===== src/rtl/pipe_stage_skid_reg.sv =====
// Inter-stage pipeline register with a valid/ready handshake and a two-entry
// skid buffer. The upstream ready comes only from the state register. An
// exception redirect or a flush replaces the contents with a bubble.
//
// state | meaning
// ------+--------------------------------------------
// EMPTY | no entry held; out_valid low
// ONE   | main entry valid and driving the outputs
// TWO   | main and skid entries valid; in_ready low
module pipe_stage_skid_reg #(
    parameter int unsigned          INSTR_W  = 32,
    parameter int unsigned          PC_W     = 32,
    parameter int unsigned          DATA_W   = 96,
    parameter int unsigned          EXC_W    = 5,
    parameter logic [EXC_W-1:0]     EXC_NONE = 5'd31,
    parameter logic [PC_W-1:0]      PC_RESET = 32'h0000_3000,
    parameter logic [PC_W-1:0]      EXC_PC   = 32'h0000_4180
) (
    input  logic                clk,
    input  logic                reset,

    input  logic                in_valid,
    output logic                in_ready,
    input  logic [INSTR_W-1:0]  in_instr,
    input  logic [PC_W-1:0]     in_pc,
    input  logic [DATA_W-1:0]   in_data,
    input  logic                in_regwe,
    input  logic                in_delay,
    input  logic [EXC_W-1:0]    in_exc,

    input  logic                out_ready,
    output logic                out_valid,
    output logic                out_bubble,
    output logic [INSTR_W-1:0]  out_instr,
    output logic [PC_W-1:0]     out_pc,
    output logic [DATA_W-1:0]   out_data,
    output logic                out_regwe,
    output logic                out_delay,
    output logic [EXC_W-1:0]    out_exc,

    input  logic                flush,
    input  logic                exc_req
);

    typedef enum logic [1:0] {
        EMPTY = 2'd0,
        ONE   = 2'd1,
        TWO   = 2'd2
    } state_t;

    // One pipeline entry; the same layout is used for main and skid.
    typedef struct packed {
        logic               bubble;
        logic [INSTR_W-1:0] instr;
        logic [PC_W-1:0]    pc;
        logic [DATA_W-1:0]  data;
        logic               regwe;
        logic               delay;
        logic [EXC_W-1:0]   exc;
    } entry_t;

    state_t state_q, state_d;
    entry_t main_q,  main_d;
    entry_t skid_q,  skid_d;

    entry_t in_entry;
    entry_t reset_entry;
    logic   accept;
    logic   drain;

    // Pack the upstream fields and the reset image of an entry.
    always_comb begin
        in_entry        = '0;
        in_entry.bubble = 1'b0;
        in_entry.instr  = in_instr;
        in_entry.pc     = in_pc;
        in_entry.data   = in_data;
        in_entry.regwe  = in_regwe;
        in_entry.delay  = in_delay;
        in_entry.exc    = in_exc;

        reset_entry        = '0;
        reset_entry.exc    = EXC_NONE;
        reset_entry.pc     = PC_RESET;
    end

    // Handshake terms; in_ready and out_valid are decoded from state_q only.
    always_comb begin
        accept = in_valid & in_ready;
        drain  = out_valid & out_ready;
    end

    // State and entry registers with synchronous reset.
    always_ff @(posedge clk) begin
        if (reset) begin
            state_q <= EMPTY;
            main_q  <= reset_entry;
            skid_q  <= reset_entry;
        end else begin
            state_q <= state_d;
            main_q  <= main_d;
            skid_q  <= skid_d;
        end
    end

    // Next state and next entry contents: exc_req > flush > handshake.
    always_comb begin
        state_d = state_q;
        main_d  = main_q;
        skid_d  = skid_q;

        if (exc_req) begin
            state_d       = ONE;
            skid_d        = reset_entry;
            main_d        = '0;
            main_d.bubble = 1'b1;
            main_d.exc    = EXC_NONE;
            main_d.pc     = EXC_PC;
            main_d.delay  = 1'b0;
        end else if (flush) begin
            // The bubble keeps the upstream pc/delay so the slot still
            // identifies where it sits in program order.
            state_d       = ONE;
            skid_d        = reset_entry;
            main_d        = '0;
            main_d.bubble = 1'b1;
            main_d.exc    = EXC_NONE;
            main_d.pc     = in_pc;
            main_d.delay  = in_delay;
        end else begin
            unique case (state_q)
                EMPTY: begin
                    if (accept) begin
                        state_d = ONE;
                        main_d  = in_entry;
                    end
                end
                ONE: begin
                    if (accept && drain) begin
                        main_d = in_entry;
                    end else if (accept) begin
                        state_d = TWO;
                        skid_d  = in_entry;
                    end else if (drain) begin
                        // Going idle: scrub the fields that could be mistaken
                        // for a live instruction; pc and delay are kept.
                        state_d       = EMPTY;
                        main_d.bubble = 1'b0;
                        main_d.instr  = '0;
                        main_d.data   = '0;
                        main_d.regwe  = 1'b0;
                        main_d.exc    = EXC_NONE;
                    end
                end
                TWO: begin
                    if (drain) begin
                        state_d = ONE;
                        main_d  = skid_q;
                    end
                end
                default: begin
                    state_d = EMPTY;
                    main_d  = reset_entry;
                    skid_d  = reset_entry;
                end
            endcase
        end
    end

    // Outputs: decoded from the state register and driven by the main entry.
    always_comb begin
        in_ready   = (state_q != TWO);
        out_valid  = (state_q != EMPTY);
        out_bubble = main_q.bubble;
        out_instr  = main_q.instr;
        out_pc     = main_q.pc;
        out_data   = main_q.data;
        out_regwe  = main_q.regwe;
        out_delay  = main_q.delay;
        out_exc    = main_q.exc;
    end

endmodule


===== config.mk =====
export PLATFORM = sky130hd
export DESIGN_NAME = pipe_stage_skid_reg
export DESIGN_NICKNAME = d
export VERILOG_FILES = /design/src/rtl/pipe_stage_skid_reg.sv
export SDC_FILE = /design/constraint.sdc
export NUM_CORES = 1
export LEC_CHECK = 0
export BUFFER_PORTS_ARGS = -buffer_cell sky130_fd_sc_hd__buf_4
export CAP_MARGIN = 0
export CORE_ASPECT_RATIO = 0.5
export CORE_MARGIN = 2
export CORE_UTILIZATION = 58
export DETAILED_ROUTE_END_ITERATION = 12
export PLACE_DENSITY = 0.85
export SETUP_SLACK_MARGIN = 0.5
export SLEW_MARGIN = 20
export SYNTH_ARGS = -nofsm -noshare
export SYNTH_HDL_FRONTEND = slang
export SYNTH_SLANG_ARGS = --single-unit
export TNS_END_PERCENT = 10

===== constraint.sdc =====
create_clock -name clk -period 3.3 [get_ports clk]
set_input_delay 0.66 -clock clk [delete_from_list [all_inputs] [get_ports clk]]
set_output_delay 0.66 -clock clk [all_outputs]
set_load 0.01 [all_outputs]

# Yosys cells after proc, flatten, opt, wreduce, memory -nomap -nowiden
# Cells that the tools add are included.
[classes] n_lt_le_gt_ge=0 eq_ne=20 n_reduce_logical=13 n_bitwise=3 shift=0 muxes=26 addsub=0 n_mul=0 div=0
[op_table] op="two-way mux 168 bit" count=5
[op_table] op="one-hot mux 168 bit (3 select lines)" count=1
[op_table] op="one-hot mux 168 bit (2 select lines)" count=1
[op_table] op="two-way mux 97 bit" count=3
[op_table] op="two-way mux 33 bit" count=3
[op_table] op="two-way mux 32 bit" count=1
[op_table] op="inequality test 3 bit, second input constant" count=6
[op_table] op="inequality test 4 bit, second input constant" count=4
[op_table] op="AND reduction 4 bit" count=4
[op_table] op="two-way mux 5 bit" count=3
[op_table] op="inequality test 5 bit, second input constant" count=3
[op_table] op="two-way mux 2 bit" count=5
[op_table] op="inequality test 2 bit, second input constant" count=5
[op_table] op="AND reduction 3 bit" count=3
[op_table] op="one-hot mux 2 bit (3 select lines)" count=1
[op_table] op="OR reduction 2 bit" count=2
[op_table] op="two-way mux 1 bit" count=3
[op_table] op="OR reduction 3 bit" count=1
[op_table] op="AND 1 bit" count=2
[op_table] op="== test 2 x 1 -> 1 bit, second input constant" count=1
[op_table] op="== test 2 bit, second input constant" count=1
[op_table] op="zero test 2 bit" count=1
[op_table] op="nonzero test 2 bit" count=1
[op_table] op="logical AND 1 bit" count=1
[op_table] op="NOT 1 bit" count=1
[totals] mem_count=0 ff_bits=338 mem_bits_ro=0 inputBits=173 word_cells=79 mem_bits_rw=0 latchBits=0 out_inout_bits=170

# Logic depth before layout (Yosys ltp)
# Gate-level depths: netlist (run 1).
[logic_depth] depth_word=8 depth_mapped=8 depth_no_buf=4

# Worst setup path after synthesis (run 1)
# OpenSTA, ideal clock, no wires.
[synth_path] path_kind="input -> register" from="input port in_valid" to="register main_q (netlist bit out_data[10])" required_ns=3.168 arrival_ns=1.746 setup_slack_ns=1.422 n_path_buf=4 cell_stages=8 path_cell_list="buf_2 nor2b_1 buf_2 buf_4 buf_2 a32oi_1 a2bb2oi_1 a21oi_1"
[synth_between] elab_chain_cells=4 elab_cells_between_ends=8 cone_classes="3 x eq/ne; 2 x mux; 1 x bitwise; 2 x reduce/logical"
[synth_lines] element="start, declared" line="22" source="input logic in_valid,"
[synth_lines] element="AND 1 bit *" line="89" source="accept = in_valid & in_ready;"
[synth_lines] element="logical AND 1 bit" line="139" source="if (accept && drain) begin"
[synth_lines] element="inequality test 3 bit (no source line) or two-way mux 97 bit (tied branches)"
[synth_lines] element="AND reduction 4 bit (no source line) or one-hot mux 168 bit (3 select lines) (tied branches)"
[synth_lines] element="end signal, assigned" line="97" source="main_q <= reset_entry;"
[synth_lines] element="end signal, assigned" line="101" source="main_q <= main_d;"
[synth_lines] element="end, declared" line="63" source="entry_t main_q, main_d;"
# Mark *: on every way between the ends. The rest lies on a longest branch, timed or not.
# A chain may end at the register's enable or synchronous reset.

# Final worst setup path (run 1)
[layout_path] from="register state_q[1]" to="output port out_valid"
[layout_between] elab_chain_cells=1
[layout_lines] element="start, declared" line="62" source="state_t state_q, state_d;"
[layout_lines] element="start signal, assigned" line="100" source="state_q <= state_d;"
[layout_lines] element="nonzero test 2 bit" line="173" source="out_valid = (state_q != EMPTY);"
[layout_lines] element="end, declared" line="32" source="output logic out_valid,"
# Every way passes these cells.

==> impl_summary.md, run 1 <==
Floorplan
The die is 115 µm tall. The die span in x is 226 µm. The full die area is 26100 µm². The area of the core is 24100 µm². Once the floorplan was initialized, standard cells occupied 59.5% of the core. The initialized floorplan defines 40 standard-cell rows. The count of pins on the block boundary is between 300 and 400.

Finish
The count of nets after finishing is roughly 2000. The multi-input combinational cell area is 6760 µm². Cells fill 73.6% of the core in the end. The number of filler cells placed in the layout is between 1500 and 2000. The share of post-route cells with drive strength above 1 is 25.5%. After routing the design area is between 15000 and 20000 µm².

The area growth from synthesis to final layout is 23.7%. In the final layout, flip-flops and latches occupy between 6000 and 7000 µm². The number of inserted diodes is 0.

Setup path
By startpoint and endpoint, the worst setup path is classified as reg -> out. STA classifies the critical path endpoint as a primary output. The critical path launch point type is a register. Of all nets on the critical path, the largest fanout is 46.

The endpoint required time on the critical path is 2.64 ns. At the worst endpoint, the arrival time is about 2.1 ns.

Drt
After detailed routing, the number of remaining DRC violations is 0. The final layout contains routed wiring with a total length of 43.8 mm. The average wire length per cell after detail routing is a little over 20 µm. The number of detailed-route iterations in the first pass is 6.

The number of vias per cell is 6.55. The total via count in the routed design is 14100. The DRC marker count from the first detailed-route iteration is roughly 1800. The count of nets left with antenna violations once routing finished came out at 0.

Placed design
The cell area reported after detailed placement is 16800 µm². The final HPWL from detailed placement is 26.3 mm. The worst setup timing slack at the placement stage is approximately 0.76 ns. The weighted congestion at the end of routability-driven global placement is about 0.89. The count of input and output buffers is approximately 340.

STA
The setup slack after layout is 0.572 ns. The tightest hold path in the finished design has a slack of approximately 0.34 ns. The worst path uses 82.7% of the clock period.

The count of final max-slew check failures is 0. At the pin with the least slew margin, the transition time is 1.03 ns. Setup repair after global routing left no endpoint under its margin. The worst slew margin relative to its limit is a little under a third. In the final timing run, aggregate negative setup slack is 0 ns. The clock period could shrink to between 2 and 3 ns. The count of endpoints failing hold in the final timing report was 0. The clock skew after layout is 0.0144 ns.

For this run, the top clock speed supported by timing is 0.367 GHz. Setup violations remaining at the end of the flow were counted as 0.

Min path
The min-delay analysis places its worst path in the category in -> reg.

Power and ir drop
The power per unit of standard cell area is 489 nW/µm². IR analysis of the VDD net gives a maximum drop of 0.000354 V. The net switching power is 2160 µW. The part of the total power dissipated in combinational logic is between 10% and 20%. The cell-internal power is between 6000 and 7000 µW. The part of the power in registers is 48.3%. The reported leakage power is 0.00649 µW. The switching fraction of total power is 24.9%. The clock network power share is 38.7%.

Yosys
The average cell area after synthesis is 9.08 µm². The cell area after synthesis is 14300 µm². The number of different library cells used by synthesis comes to 39. After technology mapping, the gate count stands at 1581. The number of register bits inferred by synthesis is 337. The post-synthesis net count is 1754. The number of warnings issued by yosys is 0.

The part of the Yosys area used for sequential elements is 47.0%.

GRT
The final global-route overflow total is 0. The first global-routing pass estimated 67.8 mm of wire. The largest net degree at the start of global routing is 182.

The number of global-route vias before repair is 13300. The number of antenna violations at the first check in global routing is 0. The global router's overall resource usage is 31.4%.

Clock network
In this run, post-CTS repair resized a total of 0 instances. For this design, the sink count on the clock tree is 337. CTS built an H-tree with a depth of 1. The buffer levels on the longest clock path is 3. The clock input transition at the sequential cells of the worst setup and hold paths is 0.06 ns. The CTS tree is done.

Once the clock tree was built, the setup fixing pass inserted 0 buffers. The number of buffers inserted for hold repair after clock tree synthesis is 0. The total clock buffers created by CTS is 29. The clock insertion delay at the later pin of the skew report is roughly 0.55 ns. The master cell of the clock root buffer is clkbuf_16.

Outcome
The run finished with clean final reports.

Flow run
Across the run, the number of max-cap violations was 0.
## path summary, 6_finish.rpt
path	cells after the start	endpoint	from	slack [ns]
setup reg to reg	5	out_data[15]	state_q[1]	0.63
hold reg to reg	2	out_data[30]	out_data[30]	0.46
setup / recovery	3	out_valid	state_q[1]	0.57
hold / removal	3	skid_q[116]	in_pc[13]	0.34
## power by group through the flow
stage | clock (µW) | combinational (µW) | sequential, µW
6_report | 3350 | 1130 | 4190
5_1_grt | 3580 | 1200 | 4190
4_1_cts | 3390 | 1110 | 4190
3_5_place_dp | 0 | 1110 | 4280
3_3_place_gp | 0 | 1070 | 4280
2_1_floorplan | 0 | 633 | 4290
## worst max-delay path, cell delays in order (launching register included)
cell and delay (ns):
dfxtp_4 0.60, buf_4 0.56, or2_2 0.21, buf_4 0.11
## synth_stat cells, drive strengths merged
library cell / instances / area, µm²
mux2: 5 / 56.3
buf: 115 / 602
a21oi: 194 / 1010
nand2: 143 / 537
nand3b: 6 / 45.0
or3: 2 / 12.5
a221oi: 3 / 26.3
inv: 6 / 22.5
and2: 2 / 17.5
a2111oi: 1 / 8.76
mux2i: 3 / 30.0
clkbuf: 69 / 259
dfxtp: 337 / 6750
nor3: 1 / 5.00
nor3b: 28 / 210
nand2b: 4 / 25.0
a22oi: 160 / 1200
o22ai: 8 / 50.1
o31ai: 5 / 37.5
or2: 1 / 6.26
nor2b: 7 / 43.8
a21o: 1 / 7.51
o21ai: 9 / 48.8
o21a: 1 / 7.51
a211oi: 30 / 370
o221ai: 2 / 17.5
a2bb2oi: 129 / 1130
a32oi: 129 / 1130
nor2: 179 / 674
a211o: 1 / 8.76
## layout make-up
class / count / area share [%]
repair buffers: 365 / 16.3
clock inverters: 6 / 0.465
multi-input cells: 1054 / 38.1
well taps: 336 / 2.37
clock buffers: 42 / 4.65
inverters: 6 / 0.127
flip-flops and latches: 337 / 38.1
## kinds of logic (layout without fill, tap and decap cells)
kind of cell	Yosys count	count (layout)	share of synthesized area, %
AND/OR/NAND/NOR	373	373	11.0
buffers and inverters	190	419	6.16
multiplexers	8	8	0.602
AO/OA/AOI/OAI	673	673	35.2
flip-flops	337	337	47.0
## state kept, by name, summed over array words and instances, names as in the netlist
register,cells
skid_q,167
out_bubble,1
state_q,2
out_regwe,1
out_pc,32
out_data,96
out_instr,32
out_delay,1
out_exc,5
## cells in the final DEF, fill, tap and decap left out, types with 2 or more instances in the layout
cell type	n
dfxtp_4	2
a221oi_1	3
nand2b_1	3
nor2b_1	6
buf_4	354
o21ai_0	6
nor3b_1	28
o31ai_1	5
and2_4	2
o221ai_1	2
a32oi_1	129
mux2i_1	3
nand2_1	143
a21oi_1	183
a21oi_2	11
o21ai_1	2
nor2_1	178
bufinv_16	2
nand3b_1	6
clkbuf_16	29
mux2_2	5
a22oi_1	160
o22ai_1	8
clkinv_2	3
inv_1	5
a2bb2oi_1	129
dfxtp_1	335
buf_12	10
clkbuf_8	5
a211oi_2	29
clkbuf_1	8
## stage by stage
stage | std cells | total power [µW]
after floorplan | 1581 | 4930
after global placement | 2097 | 5350
after detailed placement | 2097 | 5380
after CTS | 2145 | 8690
after global routing | 2146 | 8970
final | 2146 | 8670
## layer usage
layer | vias to the layer above | track usage, % | wire length [µm]
met5 | - | 0 | 0
li1 | 6369 | - | -
met4 | 0 | 16.1 | 1970
met2 | 693 | 51.4 | 21200
met3 | 136 | 5.37 | 3020
met1 | 6864 | 40.6 | 17600
(Power assumes the default switching activity.)
==> run 2, diff against run 1 <==
--- a/config.mk
+++ b/config.mk
@@ -9,9 +9,9 @@
 export CAP_MARGIN = 0
 export CORE_ASPECT_RATIO = 0.5
 export CORE_MARGIN = 2
-export CORE_UTILIZATION = 58
+export CORE_UTILIZATION = 54
 export DETAILED_ROUTE_END_ITERATION = 12
-export PLACE_DENSITY = 0.85
+export PLACE_DENSITY = 0.8
 export SETUP_SLACK_MARGIN = 0.5
 export SLEW_MARGIN = 20
 export SYNTH_ARGS = -nofsm -noshare
==> constraint.sdc (replaced) <==
create_clock -name clk -period 2.75 [get_ports clk]
set_input_delay 0.55 -clock clk [delete_from_list [all_inputs] [get_ports clk]]
set_output_delay 0.55 -clock clk [all_outputs]
set_load 0.01 [all_outputs]
==> impl_summary.md, run 2 (synthesis results as in run 1) <==
Drt
The number of vias per cell is 6.41 (was 6.55). The final routed wirelength across all metal layers came to 44.7 mm (was 43.8 mm). The average wire length per cell after detail routing is 20.5 µm (was 20.4 µm). The number of nets still failing antenna checks after routing is 0 (unchanged). The DRC violations left is 0 (unchanged). The total via count in the routed design is 14000 (was 14100). The DRC marker count from the first detailed-route iteration was 1328 (was 1762). The number of detailed-route iterations in the first pass is 6 (unchanged).

GRT
The final global-route overflow total came to 0 (unchanged). The number of global-route vias before repair is 13300 (about the same). The largest net degree at the start of global routing is 91 (was 182). The wire length of the first global-routing pass came to 69.5 mm (was 67.8 mm). The global router's overall resource usage came to 30.2% (was 31.4%).

The number of antenna violations at the first check in global routing is 1 (was 0).

Setup path
The largest fanout of any net on the critical path is 54 (was 46). The type of element capturing the critical path is a primary output (unchanged). The slowest cell on the critical path is dfxtp_4 (unchanged).

The stage delay of the slowest cell on the critical path is 0.43 ns (was 0.60 ns). The arrival time of data at the critical path endpoint is 1.73 ns (was 2.07 ns). The endpoint required time on the critical path was 2.20 ns (was 2.64 ns). The type of the setup path with the least slack is reg -> out (unchanged). The critical path launch point type was a register (unchanged). Cells traversed along the worst timing path: buf_16 -> or2_2 -> buf_4 (was buf_4 -> or2_2 -> buf_4).

The number of cells traversed by the worst register-to-register path is 6 (was 5).

Outcome
Outcome: finished, final reports clean (unchanged).

STA
Unrepaired setup endpoints after global routing: yes (was no). The count of final max-slew check failures is 0 (unchanged). The total negative slack for setup checks is 0 ns (unchanged). The fraction of the cycle the final worst path needs is 83.0%. The highest attainable clock frequency is 0.438 GHz. The clock skew after layout is 0.0187 ns (was 0.0144 ns). The final count of negative-setup-slack endpoints is 0 (unchanged).

The worst slew margin relative to its limit is 33.4% (was 30.9%). The hold slack is 0.205 ns (was 0.341 ns). The count of endpoints failing hold in the final timing report was 0 (unchanged). The shortest period the worst path allows is 2.28 ns. The transition time at the pin with the least slew margin is 1.00 ns (was 1.03 ns).

Clock network
The CTS tree is done (unchanged). The number of clock sinks seen by CTS is 337 (unchanged). The clock input transition at the sequential cells of the worst setup and hold paths is 0.07 ns (was 0.06 ns). The clock insertion delay at the later pin of the skew report is 0.57 ns (was 0.55 ns). The master cell of the clock root buffer is clkbuf_16 (unchanged). The count of H-tree levels built during CTS is 1 (unchanged). The total clock buffers created by CTS is 30 (was 29).

The buffer levels on the longest clock path came to 3 (unchanged).

Power and ir drop
The part of the total power dissipated in combinational logic is 12.4% (was 13.0%). The net switching power came to 2750 µW (was 2160 µW). The cell-internal power is 8360 µW (was 6510 µW).

The part of the power in registers came to 45.3% (was 48.3%). The peak supply drop is 0.000452 V (was 0.000354 V). The power per unit of standard cell area is 615 nW/µm² (was 489 nW/µm²).

The switching fraction of total power is 24.7% (was 24.9%). The reported leakage power is 0.00665 µW (was 0.00649 µW). The clock network power share is 42.4% (was 38.7%).

Floorplan
The die span in y was 119 µm (was 115 µm). The count of pins on the block boundary came to 343 (unchanged). The area of the core is 26300 µm² (was 24100 µm²). The die span in x came to 235 µm (was 226 µm). The full die area is 28000 µm² (was 26100 µm²). The number of standard-cell rows in the floorplan came to 42 (was 40). The initial core utilization is 54.6% (was 59.5%).

Finish
The number of filler cells placed in the layout came to 2050 (was 1787). The number of standard cells in the layout, taps in and fillers out was 2182 (was 2146). The share of the core filled with cells came to 68.8% (was 73.6%). The number of flip-flops in the largest register is 167 (unchanged). The share of post-route cells with drive strength above 1 was 26.7% (was 25.5%). The count of nets after finishing was 1980 (was 1966).

Most frequent cells in the layout: buf_4, dfxtp_1, a21oi_1 (unchanged). The area growth from synthesis to final layout is 25.9% (was 23.7%). The most frequent standard cell in the layout excluding fill and tap cells is buf_4 (unchanged). The final non-filler cell area is 18100 µm² (was 17700 µm²). The register containing the most flip-flops in the final layout is skid_q (unchanged).

Placed design
The cell count after placement came to 2123 (was 2097). The final HPWL from detailed placement is 27.3 mm (was 26.3 mm). The cell area reported after detailed placement is 16900 µm² (was 16800 µm²).

The count of input and output buffers is 342 (unchanged). The weighted congestion at the end of routability-driven global placement was 0.869 (was 0.893).

Flow run
The count of max-cap constraint violations is 0 (unchanged).

Min path
The number of cells traversed by the worst hold path came to 2 (was 3). The path category of the worst min-delay check was in -> reg (unchanged).
[run 2: cell types whose count changed in the layout (fill, tap and decap cells not counted), moves of 2 or more]
cell,previous run,this run
buf_4,354,364
clkbuf_1,8,1
bufinv_16,2,6
buf_6,0,2
clkbuf_16,29,31
clkbuf_8,5,7
clkinvlp_4,1,3
[run 2: path summary, 6_finish.rpt]
check,from,to,slack [ns]
max reg2reg,state_q[0],out_pc[9],0.56
min reg2reg,out_data[28],out_data[28],0.45
max,state_q[0],out_valid,0.47
min,reset,state_q[0],0.21
[run 2: stage by stage]
stage | setup slack [ns] | power (µW)
detailed placement | 0.208 | 6480
global route | 0.427 | 11500
CTS | 0.447 | 11100
finish | 0.466 | 11100
global placement | 0.332 | 6440
floorplan | 0.982 | 5910
[run 2: critical path: cells and delay by family (launching register included)]
kind	cells	cell delay, ns
buffers and inverters	2	0.37
AND/OR/NAND/NOR	1	0.32
flip-flops	1	0.43
[run 2: final cells by class]
class                           count  area, µm²  share of cell area, %
Antenna cell                        1       2.50                 0.0139
Clock buffer                       38        862                   4.77
Clock inverter                     16        246                   1.36
Inverter                            6       22.5                  0.125
Multi-Input combinational cell   1055       6760                   37.4
Sequential cell                   337       6750                   37.4
Tap cell                          352        440                   2.44
Timing Repair Buffer              377       2980                   16.5
[run 2: what timing repair did]
action,in CTS,in global routing
setup buffers,0,3
setup endpoints to repair,37,119
hold buffers,0,0
pin swaps,1,1
resized for setup,3,3
gates cloned,1,0
[run 2: power by group through the flow]
stage | Clock [µW] | Combinational, µW | Sequential (µW)
after floorplan | 0 | 759 | 5150
after global placement | 0 | 1300 | 5130
after detailed placement | 0 | 1340 | 5140
after CTS | 4750 | 1350 | 5030
after global routing | 4970 | 1470 | 5030
final | 4700 | 1370 | 5030
[run 2: per-layer routing]
| metal | wire [µm] | up-vias | global-route usage, % |
|---|---|---|---|
| li1 | - | 6394 | - |
| met1 | 18100 | 6848 | 38.4 |
| met2 | 21600 | 586 | 49.8 |
| met3 | 2620 | 151 | 4.67 |
| met4 | 2370 | 0 | 15.5 |
| met5 | 0 | - | 0 |
